$ cat config.mk
export PLATFORM = sky130hd
export DESIGN_NAME = wb_switch_nport
export DESIGN_NICKNAME = d
export VERILOG_FILES = /design/src/rtl/wb_switch_pkg.sv /design/src/rtl/wb_switch_nport_watchdog.sv /design/src/rtl/wb_switch_nport.sv
export SDC_FILE = /design/constraint.sdc
export NUM_CORES = 1
export LEC_CHECK = 0
export ABC_CLOCK_PERIOD_IN_PS = 4500
export CAP_MARGIN = 20
export CORE_AREA = 4 4 137 139
export DETAILED_ROUTE_END_ITERATION = 7
export DIE_AREA = 0 0 141 143
export DONT_BUFFER_PORTS = 1
export PLACE_DENSITY = 0.3
export SLEW_MARGIN = 5
export SYNTH_ARGS = -nofsm -noshare
export SYNTH_HDL_FRONTEND = slang
export SYNTH_SLANG_ARGS = --single-unit
$ cat constraint.sdc
create_clock -name clk -period 4.5 [get_ports clk]
set_clock_uncertainty 0.05 [all_clocks]
set_input_delay 0.9 -clock clk [delete_from_list [all_inputs] [get_ports clk]]
set_output_delay 0.9 -clock clk [all_outputs]
set_load 0.02 [all_outputs]
$ cat src/rtl/wb_switch_pkg.sv
// Shared state encoding and address-decode helpers for the Wishbone 1:N switch.
package wb_switch_pkg;

  typedef enum logic {ST_IDLE = 1'b0, ST_ACTIVE = 1'b1} state_t;

  localparam int IDX_W = 4;
  localparam logic [IDX_W-1:0] MISS_IDX = 4'd8;

  // Operands are zero-extended to 64 bits so one helper serves any AW up to 64.
  function automatic logic [1:0] hit_vec(input logic [63:0] adr,
                                         input logic [63:0] base1,
                                         input logic [63:0] mask1,
                                         input logic [63:0] base2,
                                         input logic [63:0] mask2,
                                         input logic        win2_off);
    logic [1:0] h;
    h[0] = (adr & mask1) == (base1 & mask1);
    h[1] = !win2_off && ((adr & mask2) == (base2 & mask2));
    return h;
  endfunction

  function automatic logic [IDX_W-1:0] prio_enc(input logic [7:0] hits);
    logic [IDX_W-1:0] idx;
    idx = MISS_IDX;
    for (int i = 7; i >= 0; i--)
      if (hits[i]) idx = IDX_W'(i);
    return idx;
  endfunction

endpackage

$ cat src/rtl/wb_switch_nport_watchdog.sv
// Per-access bus watchdog: cycle counter, expiry compare and sticky timeout diagnostics.
module wb_bus_watchdog #(
  parameter int AW         = 32,
  parameter int TMO_CYCLES = 255
) (
  input  logic          clk,
  input  logic          rst_b,
  input  logic          active,
  input  logic          fire,
  input  logic [AW-1:0] adr,
  input  logic          clr,
  output logic          expire,
  output logic          flag,
  output logic [AW-1:0] flag_adr
);

  localparam int CW = (TMO_CYCLES > 255) ? 16 : 8;

  logic [CW-1:0] cnt;

  // Counter restarts whenever the switch leaves ACTIVE, so each access gets a fresh budget.
  always_ff @(posedge clk or negedge rst_b) begin
    if (!rst_b)      cnt <= '0;
    else if (active) cnt <= cnt + CW'(1);
    else             cnt <= '0;
  end

  assign expire = (TMO_CYCLES != 0) && active && (cnt == CW'(TMO_CYCLES - 1));

  always_ff @(posedge clk or negedge rst_b) begin
    if (!rst_b) begin
      flag     <= 1'b0;
      flag_adr <= '0;
    end else begin
      if (clr)       flag <= 1'b0;
      else if (fire) flag <= 1'b1;
      if (fire && !flag) flag_adr <= adr;
    end
  end

endmodule

$ cat src/rtl/wb_switch_nport.sv
// Wishbone classic 1-master/N-slave decoder and switch with default slave and bus watchdog.
//   state     | meaning
//   ST_IDLE   | no access in flight; decode a new cycle on cyc & stb
//   ST_ACTIVE | access routed to slave sel (or MISS); wait for ack/err/timeout/abort
module wb_switch_nport
  import wb_switch_pkg::*;
#(
  parameter int                   NSLAVE     = 4,
  parameter int                   AW         = 32,
  parameter int                   DW         = 32,
  parameter logic [NSLAVE*AW-1:0] S_ADDR1    = '0,
  parameter logic [NSLAVE*AW-1:0] S_MASK1    = '1,
  parameter logic [NSLAVE*AW-1:0] S_ADDR2    = '1,
  parameter logic [NSLAVE*AW-1:0] S_MASK2    = '1,
  parameter bit                   MISS_ERR   = 1'b0,
  parameter logic [DW-1:0]        DEF_DATA   = {(DW/8){8'haa}},
  parameter int                   TMO_CYCLES = 255
) (
  input  logic                 clk,
  input  logic                 rst_b,
  input  logic [AW-1:0]        m_adr_i,
  input  logic [DW-1:0]        m_dat_i,
  input  logic [DW/8-1:0]      m_sel_i,
  input  logic                 m_we_i,
  input  logic                 m_cyc_i,
  input  logic                 m_stb_i,
  output logic [DW-1:0]        m_dat_o,
  output logic                 m_ack_o,
  output logic                 m_err_o,
  output logic [AW-1:0]        s_adr_o,
  output logic [DW-1:0]        s_dat_o,
  output logic [DW/8-1:0]      s_sel_o,
  output logic                 s_we_o,
  output logic [NSLAVE-1:0]    s_cyc_o,
  output logic [NSLAVE-1:0]    s_stb_o,
  input  logic [NSLAVE*DW-1:0] s_dat_i,
  input  logic [NSLAVE-1:0]    s_ack_i,
  input  logic [NSLAVE-1:0]    s_err_i,
  output logic                 tmo_flag_o,
  output logic [AW-1:0]        tmo_adr_o,
  input  logic                 tmo_clr_i
);

  state_t           state;
  logic [IDX_W-1:0] sel;
  logic [7:0]       hits;
  logic             active, miss, slv, sel_ack, sel_err, expire, tmo_fire;
  logic [DW-1:0]    sel_dat;

  assign s_adr_o = m_adr_i;
  assign s_dat_o = m_dat_i;
  assign s_sel_o = m_sel_i;
  assign s_we_o  = m_we_i;

  always_comb begin
    hits = '0;
    for (int k = 0; k < NSLAVE; k++)
      hits[k] = |hit_vec(64'(m_adr_i),
                         64'(S_ADDR1[k*AW +: AW]), 64'(S_MASK1[k*AW +: AW]),
                         64'(S_ADDR2[k*AW +: AW]), 64'(S_MASK2[k*AW +: AW]),
                         (&S_MASK2[k*AW +: AW]) && (&S_ADDR2[k*AW +: AW]));
  end

  always_comb begin
    sel_ack = 1'b0;
    sel_err = 1'b0;
    sel_dat = '0;
    for (int k = 0; k < NSLAVE; k++)
      if (sel == IDX_W'(k)) begin
        sel_ack = s_ack_i[k];
        sel_err = s_err_i[k];
        sel_dat = s_dat_i[k*DW +: DW];
      end
  end

  assign active   = (state == ST_ACTIVE);
  assign miss     = (sel == MISS_IDX);
  assign slv      = active && !miss && m_cyc_i;
  assign tmo_fire = slv && expire && !sel_ack && !sel_err;

  always_comb begin
    s_cyc_o = '0;
    s_stb_o = '0;
    if (slv && !tmo_fire)
      for (int k = 0; k < NSLAVE; k++)
        if (sel == IDX_W'(k)) begin
          s_cyc_o[k] = m_cyc_i;
          s_stb_o[k] = m_stb_i;
        end
  end

  // A slave raising ack and err together is reported as an error only.
  assign m_ack_o = (slv && sel_ack && !sel_err) || (active && miss && m_cyc_i && !MISS_ERR);
  assign m_err_o = (slv && sel_err) || tmo_fire || (active && miss && m_cyc_i && MISS_ERR);
  assign m_dat_o = (active && miss) ? DEF_DATA : (slv ? sel_dat : '0);

  always_ff @(posedge clk or negedge rst_b) begin
    if (!rst_b) begin
      state <= ST_IDLE;
      sel   <= MISS_IDX;
    end else begin
      case (state)
        ST_IDLE:
          if (m_cyc_i && m_stb_i) begin
            sel   <= prio_enc(hits);
            state <= ST_ACTIVE;
          end
        ST_ACTIVE:
          if (!m_cyc_i || miss || sel_ack || sel_err || expire) state <= ST_IDLE;
        default: state <= ST_IDLE;
      endcase
    end
  end

  wb_bus_watchdog #(.AW(AW), .TMO_CYCLES(TMO_CYCLES)) u_wdog (
    .clk      (clk),
    .rst_b    (rst_b),
    .active   (active),
    .fire     (tmo_fire),
    .adr      (m_adr_i),
    .clr      (tmo_clr_i),
    .expire   (expire),
    .flag     (tmo_flag_o),
    .flag_adr (tmo_adr_o)
  );

endmodule

# == Word level (Yosys, flattened, before mapping) ==
# Index checks and enable logic that the tools add are counted.
# totals
romBits,0
regBits,46
latchBits,0
input_bits,210
word_cells,73
ramBits,0
n_memories,0
out_inout_bits,144
# op_classes
multipliers,0
n_lt_le_gt_ge,0
n_reduce_logical,30
n_mux,31
n_div,0
bitwise,1
n_addsub,1
shifts,0
n_eq_ne,5
# ops
cell,count
32-bit 2-to-1 mux,6
64-bit logical NOT,1
1-bit 2-to-1 mux,20
1-bit logical AND,14
4-bit 2-to-1 mux,3
"8-bit by 1-bit adder with 8-bit output, second input constant",1
"4-bit by 2-bit == test with 1-bit output, second input constant",2
"8-bit == test, second input constant",1
8-bit 2-to-1 mux,1
1-bit logical NOT,6
1-bit logical OR,6
"4-bit by 1-bit == test with 1-bit output, second input constant",1
"4-bit == test, second input constant",1
4-bit logical NOT,1
1-bit one-hot mux with 2 select lines,1
2-bit AND reduction,1
2-bit nonzero test,1
1-bit inverter,1

# == Logic depth before layout (Yosys ltp) ==
# logic_depth
ltp_word,11
ltp_mapped,6
ltp_nobuf,5

# == Cells and area by module ==
# From an unflattened synthesis, not the netlist that was laid out.
# hier_totals
cells_unflattened,252
hier_area_um2,2683.8
# by_module_without_submodules
mod,area_per_inst_um2,cells_each,n_inst
wb_bus_watchdog,1609.0,109,1
wb_switch_nport,1074.8,143,1

# == Worst setup path after synthesis ==
# Ideal clock, no wire load.
# synth_timing
path_type,input to output
startpoint,input m_cyc_i
endpoint,output m_ack_o
arrival_ns,1.780
slack_ns,1.770
n_path_buf,2
path_stages,4
path_cell_list,and2_0 clkbuf_1 clkbuf_1 o21a_1
# synth_via
elab_chain_len,4
# synth_lines
element,line,source
start: declaration,wb_switch_nport.sv:25,"input logic m_cyc_i,"
1-bit logical AND,wb_switch_nport.sv:78,assign slv = active && !miss && m_cyc_i;
1-bit logical AND (2 in series),wb_switch_nport.sv:93,assign m_ack_o = (slv && sel_ack && !sel_err) || (active && miss && m_cyc_i && !MISS_ERR);
1-bit logical OR *,wb_switch_nport.sv:93,
end: declaration,wb_switch_nport.sv:28,"output logic m_ack_o,"
# Mark *: on every way between the ends. The rest lies on a longest branch, timed or not.

# == Worst setup path in the final report ==
# layout_timing
startpoint,input m_cyc_i
endpoint,output s_stb_o[0]
# layout_via
elab_chain_len,7
# layout_lines
element,line,source
1-bit logical AND *,wb_switch_nport.sv:78,
1-bit logical AND (3 in series),wb_switch_nport.sv:79,assign tmo_fire = slv && expire && !sel_ack && !sel_err;
1-bit logical NOT,wb_switch_nport.sv:84,if (slv && !tmo_fire)
1-bit logical AND *,wb_switch_nport.sv:84,
4-bit 2-to-1 mux *,wb_switch_nport.sv:84,
end: declaration,wb_switch_nport.sv:35,"output logic [NSLAVE-1:0] s_stb_o,"
# Marks and branches as above.

==> out/metrics.csv <==
metric,value,unit
dieWidth,141,um
dieArea,0.0202,mm^2
place_hpwl,4780,um
fin_crit_sh,69.3,%
grt_pass1_wl,8920,um
path_max_fanout,20,
pwr-share-seq,49.0,%
worst_slew_pin_slew,0.877,ns
hp-class,primary input to asynchronous set/reset pin,
synthCells,249,
drt_iter0_drc,12,
grt_pass1_vias,1440,
ant_nets,0,
root_buffer,clkbuf_16,
vdd_drop_max,0.000100,V
via_per_inst,3.39,
clk_pin_slew,0.06,ns
worst-path-buf-inv,0,
clk_path_buf_depth,2,
synth_common_cells,"75 x buf_4, 42 x dfrtp_1, 31 x mux2_2",
switching_share,24.2,%
crit_chain,"and3b_1, nand2_1, or2_2, and3_1",
switching_power,0.195,mW
ctsHtreeMaxLevel,2,
wire_per_inst,15.6,um
cap_violations,0,
critPathKind,primary input to output pin,
syn_avg_cell_area,10.7,um^2
cpMaxStageDelayCell,and3b_1,
clk_latency,0.28,ns
ctsHoldBuffers,0,
ys_seq_area_share,40.3,%
grt_use_met3,3.52,%
layout-drive-gt1-share,24.2,%
setup-tns-final,0,ns
setup_ws,1.38,ns
grt_use_total,5.81,%
reg2reg_depth,5,
drc,0,
antenna_found_initial,0,
cp.required,3.55,ns
synth-edff-count,0,
syn_area,0.00267,mm^2
cts_resized,0,
synth_top_area_share,39.3,%
yosys_warnings,0,
nNetsFinal,389,
core,0.0177,mm^2
initial_core_util,15.1,%
grt_use_met1,6.42,%
synth_cell_types,32,
rsz0062_at_grt,no,
cts_tree,built,
cts_sinks,43,
cp.depth,4,
yosys.area.top_type,dfrtp_1,
diodes,0,
place_congestion,0.646,
pre_cts_slack,1.38,ns
cts_made_buffers,5,
r2r_slack,2.00,ns
crit_path_start_kind,primary input,
cts_setup_buffers,0,
via_count,1379,
top_usage_layer,met2,
crit_family,simple AND/OR/NAND/NOR gates,
row_count,49,
pwr-share-comb,7.1,%
areaGrowthSynthToFinish,-6.46,%
synth_flop_cell,dfrtp_1,
cp.arrival,2.17,ns
power.density,323,mW/mm^2
grt_use_met2,8.92,%
worstSetupEndpointType,output pin,
finalWirelength,6360,um
grt_max_degree,44,
ys_top_cells_by_area,"dfrtp_1 39%, buf_4 21%, mux2_2 13%",
power_frac_clock,43.9,%
layout_min_cycle_time,3.12,ns
timing.slew.headroom,41.5,%
p_int,0.611,mW
pin_count,354,
yosysMostFrequentCell,buf_4,
setup_violations,0,
die_h,143,um
synth-async-reset-ratio,100,%
max_stage_delay,0.42,ns
max_freq,0.321,GHz
finalHoldViolations,0,
ys_ff_latch,43,
grt_overflow,0,
drv_slew,0,
first_pass_iters,4,
status,finished clean,
port_buffers,0,
p_leak,1.22,nW
[through the flow]
step / utilization, % / instances / power, mW / hold WS [ns] / instance area [um^2]
detailed placement: 13.4 / 399 / 0.460 / 0.455 / 2360
finish: 14.2 / 407 / 0.806 / 0.255 / 2500
global route: 14.2 / 407 / 0.849 / 0.235 / 2500
CTS: 14.2 / 407 / 0.829 / 0.241 / 2500
global placement: 13.4 / 399 / 0.461 / 0.453 / 2360
floorplan: - / 254 / 0.548 / 0.417 / 2690
[worst register-to-register path, delay by kind of cell (launching register included)]
kind | cells | cell delay [ns]
flip-flops | 1 | 0.52
AND/OR/NAND/NOR | 3 | 0.99
multiplexers | 1 | 0.42
buffers and inverters | 1 | 0.41
[worst paths after layout]
check,startpoint,to
max reg2reg,active$_DFF_PN0_,u_wdog.flag_adr[23]$_DFFE_PN0P_
min in group clk,sel[3]$_DFFE_PN1P_,sel[3]$_DFFE_PN1P_
min reg2reg,sel[3]$_DFFE_PN1P_,sel[3]$_DFFE_PN1P_
min,rst_b,u_wdog.flag_adr[9]$_DFFE_PN0P_
max in group asynchronous,rst_b,sel[3]$_DFFE_PN1P_
max,m_cyc_i,s_stb_o[0]
[logic make-up after synthesis]
logic type | Yosys count | synth area share [%]
buf+inv | 88 | 23.7
simple gates | 57 | 14.1
flops | 43 | 40.3
mux | 32 | 13.5
compound gates | 20 | 5.34
xor+xnor | 6 | 1.97
fa+ha+maj | 2 | 0.936
other cells | 1 | 0.140
[power by group through the flow]
stage          Combinational [mW]  Clock [mW]  Sequential, mW
4_1_cts                    0.0576       0.376           0.395
6_report                   0.0570       0.354           0.395
2_1_floorplan               0.148           0           0.400
3_5_place_dp               0.0573           0           0.403
5_1_grt                    0.0614       0.392           0.396
3_3_place_gp               0.0578           0           0.403
[area by class of cell]
class / count / area, um^2
Clock buffer: 7 / 133
Clock inverter: 1 / 5.00
Fill cell: 2010 / 15200
Inverter: 3 / 11.3
Multi-Input combinational cell: 123 / 980
Sequential cell: 43 / 1080
Tap cell: 229 / 287
Timing Repair Buffer: 1 / 7.51
[per-layer routing]
metal / part of all wire (%) / vias to the layer above
li1: - / 607
met1: 37 / 648
met2: 48 / 110
met3: 14 / 14
met4: 1.7 / 0
met5: 0 / -
[registers in the layout, summed over array words and instances (netlist names)]
name,count
u_wdog.cnt,8
sel,1
active,1
u_wdog.flag,1
u_wdog.flag_adr,32
[cells in the final DEF, fill, tap and decap left out, drive strengths merged]
cell type	Yosys	routed
mux2	32	32
nor4	8	8
clkinv	0	1
o21a	1	1
dfstp	1	1
a21o	16	16
nand3b	1	1
xnor2	5	5
ha	2	2
a21oi	1	1
and4	1	1
and3b	1	1
inv	3	3
xor2	1	1
o21ai	2	2
dfrtp	42	42
or2	1	1
nor2	2	2
clkbuf	6	7
nand3	3	3
nand4	4	4
conb	1	6
nor4b	1	1
nor2b	3	3
nand2	5	5
and2	25	25
buf	79	1
and3	2	2
(Power assumes the default switching activity.)
